--- src/rtl/jts16_fd1094_keyld_if.sv ---
// Bus bundle between the FD1094 key loader, the SDRAM key region and the decoder key RAM.
// The master modport is the loader; the slave modport is its surroundings.
interface jts16_fd1094_keyld_if #(
    parameter int KEYAW = 13,
    parameter int ROMAW = 22
);
    logic             start;
    logic [ROMAW-1:0] base;
    logic [ROMAW-1:0] rom_addr;
    logic             rom_cs;
    logic [15:0]      rom_data;
    logic             rom_ok;
    logic [KEYAW-1:0] prog_addr;
    logic [7:0]       prog_data;
    logic             fd1094_we;
    logic             busy;
    logic             dec_en;
    logic [7:0]       sum;

    modport master (
        input  start, base, rom_data, rom_ok,
        output rom_addr, rom_cs, prog_addr, prog_data, fd1094_we, busy, dec_en, sum
    );

    modport slave (
        output start, base, rom_data, rom_ok,
        input  rom_addr, rom_cs, prog_addr, prog_data, fd1094_we, busy, dec_en, sum
    );
endinterface

--- src/rtl/jts16_fd1094_keyld.sv ---
// Copies the FD1094 key from SDRAM into the decoder key RAM, one 16-bit word per fetch,
// low byte first, and enables decryption only once every byte has been written.
module jts16_fd1094_keyld #(
    parameter int KEYAW = 13,
    parameter int ROMAW = 22
) (
    input  logic                     clk,
    input  logic                     rst,
    jts16_fd1094_keyld_if.master     bus
);
    localparam int WCW = KEYAW - 1;

    typedef enum logic [2:0] {IDLE, REQ, WR_LO, WR_HI, DONE} state_e;

    state_e           state_q, state_d;
    logic [WCW-1:0]   cnt_q, cnt_d;
    logic [ROMAW-1:0] base_q, base_d;
    logic [15:0]      word_q, word_d;
    logic             got_q, got_d;
    logic [KEYAW-1:0] prog_addr_q, prog_addr_d;
    logic [7:0]       sum_q, sum_d;
    logic             dec_en_q, dec_en_d;

    // NOTE: state registers use non-blocking assignments so every flop samples pre-edge values.
    always_ff @(posedge clk) begin
        if (rst) begin
            state_q     <= IDLE;
            cnt_q       <= '0;
            base_q      <= '0;
            word_q      <= '0;
            got_q       <= 1'b0;
            prog_addr_q <= '0;
            sum_q       <= '0;
            dec_en_q    <= 1'b0;
        end else begin
            state_q     <= state_d;
            cnt_q       <= cnt_d;
            base_q      <= base_d;
            word_q      <= word_d;
            got_q       <= got_d;
            prog_addr_q <= prog_addr_d;
            sum_q       <= sum_d;
            dec_en_q    <= dec_en_d;
        end
    end

    // NOTE: every next-state value gets its hold default first, so no path infers a latch.
    always_comb begin
        state_d     = state_q;
        cnt_d       = cnt_q;
        base_d      = base_q;
        word_d      = word_q;
        got_d       = got_q;
        prog_addr_d = prog_addr_q;
        sum_d       = sum_q;
        dec_en_d    = dec_en_q;
        case (state_q)
            IDLE: begin
                if (bus.start) begin
                    state_d     = REQ;
                    cnt_d       = '0;
                    base_d      = bus.base;
                    prog_addr_d = '0;
                    sum_d       = '0;
                    dec_en_d    = 1'b0;
                    got_d       = 1'b0;
                end
            end
            REQ: begin
                // got_q marks the one-cycle gap after rom_ok in which rom_cs is already low
                if (got_q) begin
                    got_d   = 1'b0;
                    state_d = WR_LO;
                end else if (bus.rom_ok) begin
                    word_d = bus.rom_data;
                    got_d  = 1'b1;
                end
            end
            WR_LO: begin
                prog_addr_d = prog_addr_q + KEYAW'(1);
                sum_d       = sum_q + word_q[7:0];
                state_d     = WR_HI;
            end
            WR_HI: begin
                prog_addr_d = prog_addr_q + KEYAW'(1);
                sum_d       = sum_q + word_q[15:8];
                cnt_d       = cnt_q + WCW'(1);
                if (&cnt_q) begin
                    state_d  = DONE;
                    dec_en_d = 1'b1;
                end else begin
                    state_d = REQ;
                end
            end
            DONE:    state_d = IDLE;
            default: state_d = IDLE;
        endcase
    end

    assign bus.rom_cs    = (state_q == REQ) && !got_q;
    assign bus.rom_addr  = base_q + ROMAW'(cnt_q);
    assign bus.fd1094_we = (state_q == WR_LO) || (state_q == WR_HI);
    assign bus.prog_data = (state_q == WR_HI) ? word_q[15:8] : word_q[7:0];
    assign bus.prog_addr = prog_addr_q;
    assign bus.busy      = (state_q == REQ) || (state_q == WR_LO) || (state_q == WR_HI);
    assign bus.dec_en    = dec_en_q;
    assign bus.sum       = sum_q;
endmodule

--- src/flat_wrapper.sv ---
// flat-port wrapper written by rule: the top's interface ports become plain ports
module jts16_fd1094_keyld_flat 
#(
    parameter int KEYAW = 13,
    parameter int ROMAW = 22
)
  (clk, rst, bus_start, bus_base, bus_rom_data, bus_rom_ok, bus_rom_addr, bus_rom_cs, bus_prog_addr, bus_prog_data, bus_fd1094_we, bus_busy, bus_dec_en, bus_sum);
  jts16_fd1094_keyld_if #(.KEYAW(KEYAW), .ROMAW(ROMAW)) bus_i ();
  input  logic clk;
  input  logic rst;
  input wire logic [$bits(bus_i.start)-1:0] bus_start;
  input wire logic [$bits(bus_i.base)-1:0] bus_base;
  input wire logic [$bits(bus_i.rom_data)-1:0] bus_rom_data;
  input wire logic [$bits(bus_i.rom_ok)-1:0] bus_rom_ok;
  output wire logic [$bits(bus_i.rom_addr)-1:0] bus_rom_addr;
  output wire logic [$bits(bus_i.rom_cs)-1:0] bus_rom_cs;
  output wire logic [$bits(bus_i.prog_addr)-1:0] bus_prog_addr;
  output wire logic [$bits(bus_i.prog_data)-1:0] bus_prog_data;
  output wire logic [$bits(bus_i.fd1094_we)-1:0] bus_fd1094_we;
  output wire logic [$bits(bus_i.busy)-1:0] bus_busy;
  output wire logic [$bits(bus_i.dec_en)-1:0] bus_dec_en;
  output wire logic [$bits(bus_i.sum)-1:0] bus_sum;
  assign bus_i.start = bus_start;
  assign bus_i.base = bus_base;
  assign bus_i.rom_data = bus_rom_data;
  assign bus_i.rom_ok = bus_rom_ok;
  assign bus_rom_addr = bus_i.rom_addr;
  assign bus_rom_cs = bus_i.rom_cs;
  assign bus_prog_addr = bus_i.prog_addr;
  assign bus_prog_data = bus_i.prog_data;
  assign bus_fd1094_we = bus_i.fd1094_we;
  assign bus_busy = bus_i.busy;
  assign bus_dec_en = bus_i.dec_en;
  assign bus_sum = bus_i.sum;
  jts16_fd1094_keyld #(.KEYAW(KEYAW), .ROMAW(ROMAW)) u_core (.clk(clk), .rst(rst), .bus(bus_i));
endmodule
--- config.mk ---
export PLATFORM = sky130hd
export DESIGN_NAME = jts16_fd1094_keyld_flat
export DESIGN_NICKNAME = d
export VERILOG_FILES = /design/src/rtl/jts16_fd1094_keyld_if.sv /design/src/rtl/jts16_fd1094_keyld.sv /design/src/flat_wrapper.sv
export SDC_FILE = /design/constraint.sdc
export NUM_CORES = 1
export LEC_CHECK = 0
export BUFFER_PORTS_ARGS = -buffer_cell sky130_fd_sc_hd__buf_2
export CELL_PAD_IN_SITES_DETAIL_PLACEMENT = 1
export CELL_PAD_IN_SITES_GLOBAL_PLACEMENT = 2
export CORE_MARGIN = 4
export CORE_UTILIZATION = 28
export DETAILED_ROUTE_END_ITERATION = 6
export GPL_ROUTABILITY_DRIVEN = 0
export GPL_TIMING_DRIVEN = 0
export PLACE_DENSITY_LB_ADDON = 0.1
export REMOVE_ABC_BUFFERS = 1
export SYNTH_ARGS = -nofsm -noshare
export SYNTH_HDL_FRONTEND = slang
export SYNTH_SLANG_ARGS = --single-unit
--- constraint.sdc ---
create_clock -name clk -period 2.5 [get_ports clk]
set_input_delay 0.5 -clock clk [delete_from_list [all_inputs] [get_ports clk]]
set_output_delay 0.5 -clock clk [all_outputs]
set_load 0.005 [all_outputs]
-- Word level (Yosys, flattened, before mapping)
Index checks and enable logic that the tools add are counted.
- add/subtract/negate cells: 5
- bitwise gates (word level): 1
- equal/unequal tests: 6
- muxes and demuxes: 17
- reduce and logical (&&, ||, !) cells: 20
- operators by type and width (cell ; count):
    13-bit case mux with 2 select lines ; 1
    12-bit case mux with 2 select lines ; 1
    8-bit case mux with 3 select lines ; 1
    22-bit by 12-bit adder with 22-bit output ; 1
    8-bit adder ; 2
    8-bit 2-to-1 mux ; 2
    13-bit by 1-bit adder with 13-bit output (second input constant) ; 1
    13-bit 2-to-1 mux ; 1
    12-bit by 1-bit adder with 12-bit output (second input constant) ; 1
    12-bit 2-to-1 mux ; 1
    3-bit case mux with 4 select lines ; 1
    12-bit AND reduction ; 1
    2-bit AND reduction ; 6
    3-bit 2-to-1 mux ; 3
    3-bit by 2-bit == test with 1-bit output (second input constant) ; 2
    3-bit AND reduction ; 2
    2-bit nonzero test ; 3
    1-bit 2-to-1 mux ; 4
    2-bit by 1-bit inequality test with 1-bit output (second input constant) ; 2
    1-bit case mux with 2 select lines ; 2
    3-bit by 1-bit == test with 1-bit output (second input constant) ; 1
    3-bit logical NOT ; 1
    1-bit logical OR ; 3
    3-bit nonzero test ; 1
    other kinds (5) ; 5
- register bits after elaboration: 76
- output and inout port bits: 55

-- Depth between registers and ports, before layout
Gate-level depths: netlist of run 1.
- depth after elaboration: 4
- depth in mapped cells: 16
- depth with buffers taken out: 14

-- Least setup slack after synthesis of run 1
Ideal clock, no wire load.
- kind: register -> register
- start point: reg u_core.state_q[2]
- end point: reg u_core.sum_q[7], in the netlist u_core.bus.sum[7]
- path slack: -66 ps
- data arrival time: 2433 ps
- required time: 2368 ps
- stages on the path, launching flop included: 15
- clock period less this slack: 2566 ps
- cell sequence: dfxtp_1 > buf_6 > nand2b_4 > inv_1 > and2_2 > buf_2 > nand2_1 > nand2_1 > ha_1 > a211oi_1 > o21ai_0 > a31oi_1 > xnor2_1 > mux2i_1 > a21oi_1
- word-level cells in the longest chain between the ends: 3
- elaborated cells on any way between the ends: 7
- ends and longest elaborated chain (item ; line ; source):
    start, declared ; jts16_fd1094_keyld.sv:15 ; state_e state_q, state_d;
    start signal, assigned ; jts16_fd1094_keyld.sv:36 ; state_q <= state_d;
    3-bit by 2-bit == test with 1-bit output or 3-bit logical NOT (tied branches) ; jts16_fd1094_keyld.sv:57 ; case (state_q)
    3-bit nonzero test (no source line) or 2-bit inequality test (tied branches) ; - ;
    2-bit AND reduction (no source line) ; - ;
    end signal, assigned ; jts16_fd1094_keyld.sv:42 ; sum_q <= sum_d;
    end, declared ; jts16_fd1094_keyld.sv:21 ; logic [7:0] sum_q, sum_d;
Several ways; a longest one is shown, not always the timed one.
A chain may end at the register's enable or synchronous reset.

-- Worst setup path in the final report of run 1
- start point: reg u_core.base_q[0]
- end point: out bus_rom_addr[10]
- word-level cells in the longest chain between the ends: 1
- ends and longest elaborated chain (item ; line ; source):
    start, declared ; jts16_fd1094_keyld.sv:17 ; logic [ROMAW-1:0] base_q, base_d;
    start signal, assigned ; jts16_fd1094_keyld.sv:38 ; base_q <= base_d;
    22-bit by 12-bit adder with 22-bit output ; jts16_fd1094_keyld.sv:101 ; assign bus.rom_addr = base_q + ROMAW'(cnt_q);
    end, declared ; flat_wrapper.sv:15 ; output wire logic [$bits(bus_i.rom_addr)-1:0] bus_rom_addr;
No other way between the ends.

==> summary.txt, run 1 <==
Outcome: complete, but fails checks
Failing checks: setup timing
WL per Instance: 15.70 µm
Share of cells above drive strength 1: 0.3544
Crit path launch type: flop
Simple-gate share of the synthesized area: 0.2615
Hold_sp: bus_base[21]
Reg2Reg Depth: 14
CP Capture Type: output pin
Top FF cell, synth: dfxtp_1
Drt first pass iters: 4
Setup Skew: 0.005928 ns
Setup CP Type: reg -> out
Unique cell type count in the Yosys netlist: 57
Largest net degree at the start of global routing: 78
Flop and latch count out of synthesis: 76
Commonest non-fill, non-tap cell in the layout: nand2_1
Minimum clock period: 2.881 ns
MaxCap Viol Count: 0
Die ar.: 16860 µm²
Core area: 14530 µm²
Cells after DPL: 791
Nets: 729
Mapped Area: 4158 µm²
Die height: 129.9 µm
Worst path slowest cell: fa_2
Clock Latency Late Sink: 0.34 ns
Die width: 129.9 µm
Post-synth ARST share: 0
Clock root cell: clkbuf_16
RSZ-0062 raised after global routing: true
Worst Hold End: u_core.base_q[21]$_SDFFE_PP0P_
CP max FO: 3
Reg-to-Reg End: u_core.bus.sum[7]$_SDFFE_PP0P_
XOR/XNOR Fraction of Synth Area: 0.04845
Complex-gate fraction of the synthesized area: 0.1929
Max-slew violations: 0
Synth Area in Adders: 0.07283
Hold WS: 0.3883 ns
Initial core utilization: 0.2861
Setup WS post-layout: -0.3807 ns
Mux contribution to synthesized area: 0.01505
DR vias: 4226
IO buf count: 96
CTS Buffer Depth: 2
Slew margin rel.: 0.4057
CTS Buf Count: 9
Actual slew at the worst max-slew pin: 0.8914 ns
Final ANT Viol Nets: 0
First-pass GRT wire length: 21180 µm
Register area share after synthesis: 0.3659
Crit path top cell by count: a21oi_2
Routed WL: 13340 µm
# DRC: 0
Largest family of logic cells by synthesized area: simple AND/OR/NAND/NOR gates
H-tree depth: 3
Area Growth Syn to Fin: 39.57%
# setup viols final: 15
Reg-to-Reg Start: u_core.state_q[2]$_SDFFE_PP0P_
Io pins: 97
Peak supply drop: 0.2842 mV
Gr usage total: 0.1589
Worst path cell trace: ha_4 > inv_2 > fa_2 > nor2b_4 > o2111ai_4 > a21oi_2 > buf_4 > a211o_1 > a21oi_2 > xnor2_1 > buf_2
Initial drt markers: 152
Worst hold path type: in -> reg
Worst-path clk slew: 0.06 ns
Initial antenna violation count: 0
Final cell count without fillers: 850
Leakage power: 0.002456 µW
HPWL after detailed placement: 8640 µm
Worst EP required: 2.00 ns
Power Density: 498.0 nW/µm²
Vias in the first global route: 4336
Peak Freq: 347.1 MHz
Worst Path Arrival: 2.38 ns
Synthesized area per cell: 7.771 µm²
Gate Count Post-Synth: 535
Sinks on Clock Net: 76
Global route overflow: 0
YS warnings: 0
Antenna Cells: 0
R2R Setup Slk: 0.01 ns
Final Hold Vio Count: 0
Critical Path Max Stage Delay: 0.37 ns
TritonCTS clock tree: done
# rows: 44
Vias per cell: 4.972
Most frequent cells in the layout: 120 x nand2_1, 95 x buf_2, 64 x a21oi_1
Period utilization: 1.152
Worst Hold Depth: 3
Post-synth EDFFs: 0
## flip-flops by register name, indices dropped and copies added, names as in the netlist
signal and count:
u_core.base_q 22, u_core.bus.dec_en 1, u_core.bus.prog_addr 13, u_core.bus.sum 8, u_core.cnt_q 12, u_core.got_q 1, u_core.state_q 3, u_core.word_q 16
## how the worst max path moves through the flow
stage	endpoint	cells past startpoint	start	slack, ns
2_1_floorplan	u_core.bus.sum[7]$_SDFFE_PP0P_	12	u_core.state_q[1]$_SDFFE_PP0P_	-0.37
3_3_place_gp	u_core.bus.sum[7]$_SDFFE_PP0P_	12	u_core.state_q[1]$_SDFFE_PP0P_	-1.20
3_5_place_dp	u_core.bus.sum[7]$_SDFFE_PP0P_	12	u_core.state_q[1]$_SDFFE_PP0P_	-1.19
4_1_cts	bus_rom_addr[16]	10	u_core.base_q[0]$_SDFFE_PP0P_	-0.51
5_1_grt	bus_rom_addr[20]	10	u_core.base_q[0]$_SDFFE_PP0P_	-0.48
6_report	bus_rom_addr[10]	11	u_core.base_q[0]$_SDFFE_PP0P_	-0.38
## Yosys cell counts, types with 3 or more instances
library cell | n | area, µm²
nand2_1 | 127 | 476.7
dfxtp_1 | 76 | 1521
a21oi_1 | 68 | 340.3
nor2_1 | 42 | 157.7
nand3_1 | 26 | 130.1
ha_1 | 21 | 262.8
xnor2_1 | 19 | 166.4
inv_1 | 14 | 52.55
buf_2 | 12 | 60.06
o21ai_0 | 12 | 60.06
clkbuf_1 | 10 | 37.54
a311oi_1 | 8 | 70.07
a21o_1 | 7 | 52.55
o21a_1 | 7 | 52.55
a31oi_1 | 6 | 37.54
and3_1 | 6 | 37.54
nor3_1 | 6 | 30.03
and2_1 | 5 | 31.28
nand4_1 | 5 | 31.28
a211oi_1 | 4 | 30.03
xor2_1 | 4 | 35.03
nand3b_1 | 3 | 22.52
## metrics by stage
step	instance area, µm²	setup TNS [ns]	util	worst slack [ns]	total power (µW)
floorplan	4030	-1.063	-	-0.3661	1438
global placement	4741	-15.40	0.3262	-1.199	1572
detailed placement	4765	-10.72	0.3278	-1.195	1584
CTS	5414	-4.689	0.3725	-0.5131	2921
global route	5803	-5.460	0.3993	-0.4798	3030
finish	5803	-3.586	0.3993	-0.3807	2890
## repair_timing
action,in CTS,in global routing
hold buffers,0,0
cloned,1,0
setup buffers,21,25
setup endpoints to repair,32,20
gates resized for setup,54,37
pin swaps,20,32
## kinds of logic (layout without fill, tap and decap cells)
family | after synthesis | after routing
adders and majority gates | 23 | 23
buffers and inverters | 39 | 169
AOI/OAI and AO/OA | 131 | 131
xor gates and xnor gates | 23 | 23
muxes | 5 | 5
and+or+nand+nor | 238 | 239
DFF | 76 | 76
## metal layers
metal | share of wire | vias up | GRT usage
li1 | - | 2112 | -
met1 | 0.45 | 2028 | 0.1924
met2 | 0.49 | 67 | 0.2751
met3 | 0.045 | 19 | 0.03438
met4 | 0.018 | 0 | 0.06174
met5 | 0 | - | 0
## where the power goes
group | total (µW) | switching [µW] | internal [µW]
sequential | 1280 | 36.4 | 1240
clock | 1300 | 515 | 784
combinational | 313 | 174 | 138
total | 2890 | 726 | 2160
## critical path, delay by kind of cell, from the launching register on
kind	cells	cell delay (ns)
AOI/OAI and AO/OA	4	0.55
adders and majority gates	2	0.51
DFF	1	0.35
buffers and inverters	3	0.34
and+or+nand+nor	1	0.16
xor gates and xnor gates	1	0.12
## final cells by class
| cell class | count | area, µm² |
|---|---|---|
| Inverter | 14 | 56.30 |
| Timing Repair Buffer | 142 | 863.3 |
| Clock buffer | 11 | 242.7 |
| Tap cell | 184 | 230.2 |
| Clock inverter | 2 | 37.54 |
| Fill cell | 1777 | 8731 |
| Multi-Input combinational cell | 421 | 2814 |
| Sequential cell | 76 | 1559 |
(Power assumes the default switching activity.)
==> run 2, diff against run 1 <==
--- a/config.mk
+++ b/config.mk
@@ -14,7 +14,6 @@
 export GPL_ROUTABILITY_DRIVEN = 0
 export GPL_TIMING_DRIVEN = 0
 export PLACE_DENSITY_LB_ADDON = 0.1
-export REMOVE_ABC_BUFFERS = 1
 export SYNTH_ARGS = -nofsm -noshare
 export SYNTH_HDL_FRONTEND = slang
 export SYNTH_SLANG_ARGS = --single-unit
==> summary.txt, run 2 (same netlist as run 1, synthesis figures left out) <==
Filler cells: 1779
Top reg by flops: u_core.base_q
Clock Latency Late Sink: 0.34 ns
Crit path buf inv count: 2
Setup Skew: 0.005930 ns
Worst path slowest cell: fa_2
Top Family by Delay on Critical Path: compound AO/OA/AOI/OAI gates
Initial core utilization: 0.2861
RSZ-0062 raised after global routing: true
Outcome: complete, but fails checks
Reg power frac: 0.425
TNS Setup: -4.017 ns
IO buf count: 96
CP max FO: 5
Peak supply drop: 0.3002 mV
TritonCTS clock tree: done
Crit path launch type: flop
Critical Path Max Stage Delay: 0.37 ns
Worst-path clk slew: 0.06 ns
Commonest non-fill, non-tap cell in the layout: nand2_1
Max-slew violations: 0
Clk network pwr share: 0.459
Combinational share of power: 0.115
Power Internal: 2242 µW
Failing checks: setup timing
Die height: 129.9 µm
Design Power: 2990 µW
Io pins: 97
Clock root cell: clkbuf_16
CTS Buffer Depth: 2
Die width: 129.9 µm
Actual slew at the worst max-slew pin: 0.7497 ns
Leakage power: 0.002530 µW
Vias per cell: 4.903
Initial drt markers: 142
DR vias: 4280
Cells after DPL: 815
Initial antenna violation count: 1
Worst path cell trace: ha_4 > inv_2 > fa_2 > nor2b_4 > o2111ai_4 > a21oi_2 > a21o_1 > nand4_1 > xnor2_1 > buf_2
Global route overflow: 0
CTS Buf Count: 9
Core area: 14530 µm²
Antenna Cells: 0
Vias in the first global route: 4470
Worst EP required: 2.00 ns
CP Capture Type: output pin
H-tree depth: 3
Power Density: 501.3 nW/µm²
NetSw: 748.1 µW
Syn Nets: 600
Final Hold Vio Count: 0
Max reg flops: 22
Setup WS post-layout: -0.4281 ns
Worst hold path type: in -> reg
Sw frac: 0.2502
Drt first pass iters: 4
Slew margin rel.: 0.4975
# rows: 44
Hold buffer count at cts: 0
HPWL after detailed placement: 10110 µm
Largest net degree at the start of global routing: 13
Die ar.: 16860 µm²
DP Area: 4876 µm²
Sinks on Clock Net: 76
Most frequent cells in the layout: 119 x nand2_1, 107 x buf_2, 64 x a21oi_1
Final ANT Viol Nets: 0
Routed WL: 14330 µm
Area Growth Syn to Fin: 43.48%
Period utilization: 1.171
Final non-filler cell area: 5966 µm²
Gr usage total: 0.1722
Peak Freq: 341.5 MHz
# DRC: 0
Final cell count without fillers: 873
Share of cells above drive strength 1: 0.3599
# setup viols final: 16
WL per Instance: 16.41 µm
MaxCap Viol Count: 0
Worst Path Arrival: 2.43 ns
Nets: 750
Setup CP Type: reg -> out
Minimum clock period: 2.928 ns
First-pass GRT wire length: 22610 µm
[run 2: changes by cell type in the layout (fill, tap and decap cells not counted), sizes merged]
cell	change
buf	+13
clkbuf	+10
nand2b	-1
inv	+1
[run 2: power by group through the flow]
| stage | clock network, µW | registers, µW | logic, µW |
|---|---|---|---|
| after global placement | 0 | 1300 | 299 |
| after global routing | 1470 | 1280 | 388 |
| after detailed placement | 0 | 1300 | 305 |
| final | 1370 | 1270 | 345 |
| after CTS | 1420 | 1270 | 334 |
| after floorplan | 0 | 1290 | 173 |
[run 2: area by class of cell]
cell class              count  area [µm²]  share of cell area
clock inverters             3       45.04            0.007550
flip-flops and latches     76        1554              0.2605
multi-input cells         420        2821              0.4729
inverters                  14       55.05            0.009228
well taps                 184       230.2             0.03859
repair buffers            142       885.9              0.1485
plain buffers              22       107.6             0.01804
clock buffers              12       266.5             0.04467
[run 2: timing repair]
action	CTS	global route
endpoints found under the setup margin	24	20
resized for setup	64	33
pin swaps	34	41
setup buffers	31	15
hold endpoints to repair	0	0
[run 2: path summary, 6_finish.rpt]
kind	startpoint	end	slack [ns]	cells after the start
worst min register to register	u_core.word_q[4]$_SDFFE_PP0P_	u_core.word_q[4]$_SDFFE_PP0P_	0.46	2
worst max-delay path	u_core.base_q[0]$_SDFFE_PP0P_	bus_rom_addr[18]	-0.43	10
worst min-delay path	rst	u_core.state_q[0]$_SDFFE_PP0P_	0.38	2
worst max register to register	u_core.state_q[0]$_SDFFE_PP0P_	u_core.bus.sum[6]$_SDFFE_PP0P_	0.19	13
[run 2: stage by stage]
step             util  hold slack (ns)  setup slack, ns
2_1_floorplan       -           0.4358         0.003927
3_3_place_gp   0.3355           0.4438          -0.4463
3_5_place_dp   0.3355           0.4485          -0.5095
4_1_cts        0.3933           0.3696          -0.5802
5_1_grt        0.4105           0.3692          -0.6253
6_report       0.4105           0.3800          -0.4281
[run 2: per-layer routing]
layer	global-route usage	part of all wire	routed length (µm)
met5	0	0.00091	13
met4	0.03729	0.0075	108
met3	0.04789	0.045	650
met2	0.3079	0.51	7285
met1	0.2061	0.44	6269
==> run 3, diff against run 2 <==
--- a/config.mk
+++ b/config.mk
@@ -9,7 +9,7 @@
 export CELL_PAD_IN_SITES_DETAIL_PLACEMENT = 1
 export CELL_PAD_IN_SITES_GLOBAL_PLACEMENT = 2
 export CORE_MARGIN = 4
-export CORE_UTILIZATION = 28
+export CORE_UTILIZATION = 31
 export DETAILED_ROUTE_END_ITERATION = 6
 export GPL_ROUTABILITY_DRIVEN = 0
 export GPL_TIMING_DRIVEN = 0
==> constraint.sdc (replaced) <==
create_clock -name clk -period 3 [get_ports clk]
set_input_delay 0.6 -clock clk [delete_from_list [all_inputs] [get_ports clk]]
set_output_delay 0.6 -clock clk [all_outputs]
set_load 0.005 [all_outputs]
==> summary.txt, run 3 (same netlist as run 1, synthesis figures left out) <==
Outcome: complete, but fails checks
Failing checks: setup timing
First-pass GRT wire length: 21000 µm
# rows: 42
TritonCTS clock tree: done
Sinks on Clock Net: 76
Setup Skew: 0.003729 ns
Reg-to-Reg End: u_core.bus.sum[6]$_SDFFE_PP0P_
Critical Path Max Stage Delay: 0.37 ns
Io pins: 97
Power Density: 430.4 nW/µm²
Cells after DPL: 807
Vias in the first global route: 4223
Sw frac: 0.2494
Die width: 123.8 µm
Drt first pass iters: 4
Initial antenna violation count: 1
CP Capture Type: output pin
Initial drt markers: 134
Area Growth Syn to Fin: 29.61%
Commonest non-fill, non-tap cell in the layout: nand2_1
CP max FO: 5
R2R Setup Slk: 0.19 ns
DP Area: 4858 µm²
NetSw: 578.5 µW
Worst path cell trace: ha_4 > inv_2 > fa_2 > nor2b_4 > o2111ai_2 > a21oi_2 > a21o_1 > nand4_1 > xnor2_1 > buf_2
Worst Hold Depth: 2
Max-slew violations: 0
Combinational share of power: 0.109
Setup WS post-layout: -0.004228 ns
Worst Path Arrival: 2.40 ns
Reg2Reg Depth: 15
HPWL after detailed placement: 9745 µm
Peak Freq: 332.9 MHz
Final ANT Viol Nets: 0
CTS Buffer Depth: 2
Max reg flops: 22
Worst EP required: 2.40 ns
Most frequent cells in the layout: 127 x nand2_1, 107 x buf_2, 69 x dfxtp_1
Gr usage total: 0.1761
Die ar.: 15330 µm²
Top reg by flops: u_core.base_q
Hold buffer count at cts: 0
Final Hold Vio Count: 0
Minimum clock period: 3.004 ns
Initial core utilization: 0.3152
Syn Nets: 600
Clk network pwr share: 0.433
Routed WL: 13020 µm
WL per Instance: 15.61 µm
Crit path launch type: flop
Leakage power: 0.002339 µW
Antenna Cells: 0
Power Internal: 1741 µW
Period utilization: 1.001
Peak supply drop: 0.2657 mV
Worst Hold End: u_core.word_q[9]$_SDFFE_PP0P_
Reg power frac: 0.458
RSZ-0062 raised after global routing: true
Setup CP Type: reg -> out
CTS Buf Count: 9
Worst-path clk slew: 0.06 ns
# DRC: 0
Clock root cell: clkbuf_16
Reg-to-Reg Start: u_core.state_q[2]$_SDFFE_PP0P_
Hold_sp: u_core.word_q[9]$_SDFFE_PP0P_
Largest net degree at the start of global routing: 15
H-tree depth: 3
DR vias: 4122
Clock Latency Late Sink: 0.34 ns
Die height: 123.8 µm
Slew margin rel.: 0.5162
IO buf count: 96
Worst path slowest cell: fa_2
Share of cells above drive strength 1: 0.2705
Global route overflow: 0
Core area: 13190 µm²
Final cell count without fillers: 834
Nets: 719
# setup viols final: 1
Worst hold path type: reg -> reg
MaxCap Viol Count: 0
Vias per cell: 4.942
Final non-filler cell area: 5389 µm²
Actual slew at the worst max-slew pin: 0.7218 ns
run 3: worst max path at each step:
stage / slack [ns] / startpoint / end / depth (start not counted)
floorplan: 0.43 / u_core.state_q[2]$_SDFFE_PP0P_ / u_core.bus.sum[7]$_SDFFE_PP0P_ / 14
global placement: -0.03 / u_core.state_q[2]$_SDFFE_PP0P_ / u_core.bus.sum[7]$_SDFFE_PP0P_ / 14
detailed placement: -0.06 / u_core.cnt_q[0]$_SDFFE_PP0P_ / bus_rom_addr[20] / 10
CTS: -0.12 / u_core.base_q[0]$_SDFFE_PP0P_ / bus_rom_addr[20] / 10
global route: -0.12 / u_core.base_q[0]$_SDFFE_PP0P_ / bus_rom_addr[18] / 10
finish: -0.004 / u_core.base_q[0]$_SDFFE_PP0P_ / bus_rom_addr[20] / 10
run 3: cell type report:
type	instances	area [µm²]
fillers	1630	7801
multi-input cells	420	2606
flip-flops and latches	76	1535
repair buffers	110	585.6
clock buffers	13	260.3
well taps	176	220.2
plain buffers	23	118.9
inverters	14	52.55
clock inverters	2	10.01
run 3: what timing repair did:
action,in CTS,in global routing
gates cloned,0,0
pin swaps,12,12
gates resized for setup,16,18
buffers inserted,7,7
endpoints found under the setup margin,13,15
run 3: power groups by stage:
stage | sequential [µW] | combinational [µW] | clock (µW)
finish | 1060 | 254 | 1000
global route | 1070 | 289 | 1090
CTS | 1060 | 255 | 1050
detailed placement | 1080 | 250 | 0
global placement | 1080 | 245 | 0
floorplan | 1080 | 144 | 0
run 3: metrics by stage:
| stage | utilization | hold WS (ns) | setup WS, ns | power [µW] | setup TNS, ns |
|---|---|---|---|---|---|
| 3_5_place_dp | 0.3683 | 0.4513 | -0.06441 | 1332 | -0.1732 |
| 3_3_place_gp | 0.3683 | 0.4427 | -0.03088 | 1326 | -0.04186 |
| 2_1_floorplan | - | 0.4358 | 0.4344 | 1220 | 0 |
| 4_1_cts | 0.3979 | 0.4598 | -0.1189 | 2366 | -0.4065 |
| 5_1_grt | 0.4086 | 0.4753 | -0.1239 | 2440 | -0.6715 |
| 6_report | 0.4086 | 0.4573 | -0.004228 | 2319 | -0.004228 |
run 3: worst max-delay path: cells and delay by family, from the launching register on:
family,cells,cell delay [ns]
buffers and inverters,2,0.17
adder cells (fa/ha/maj),2,0.51
AO/OA/AOI/OAI,3,0.59
AND/OR/NAND/NOR,2,0.27
flip-flops,1,0.35
XOR/XNOR,1,0.17
run 3: per-layer routing:
layer	wire, µm	vias up	share of wire	global-route usage
met4	184	2	0.014	0.05329
met2	6205	81	0.48	0.2954
met3	631	14	0.048	0.05041
met1	5985	1931	0.46	0.2188
li1	-	2094	-	-
met5	12	-	0.00092	0
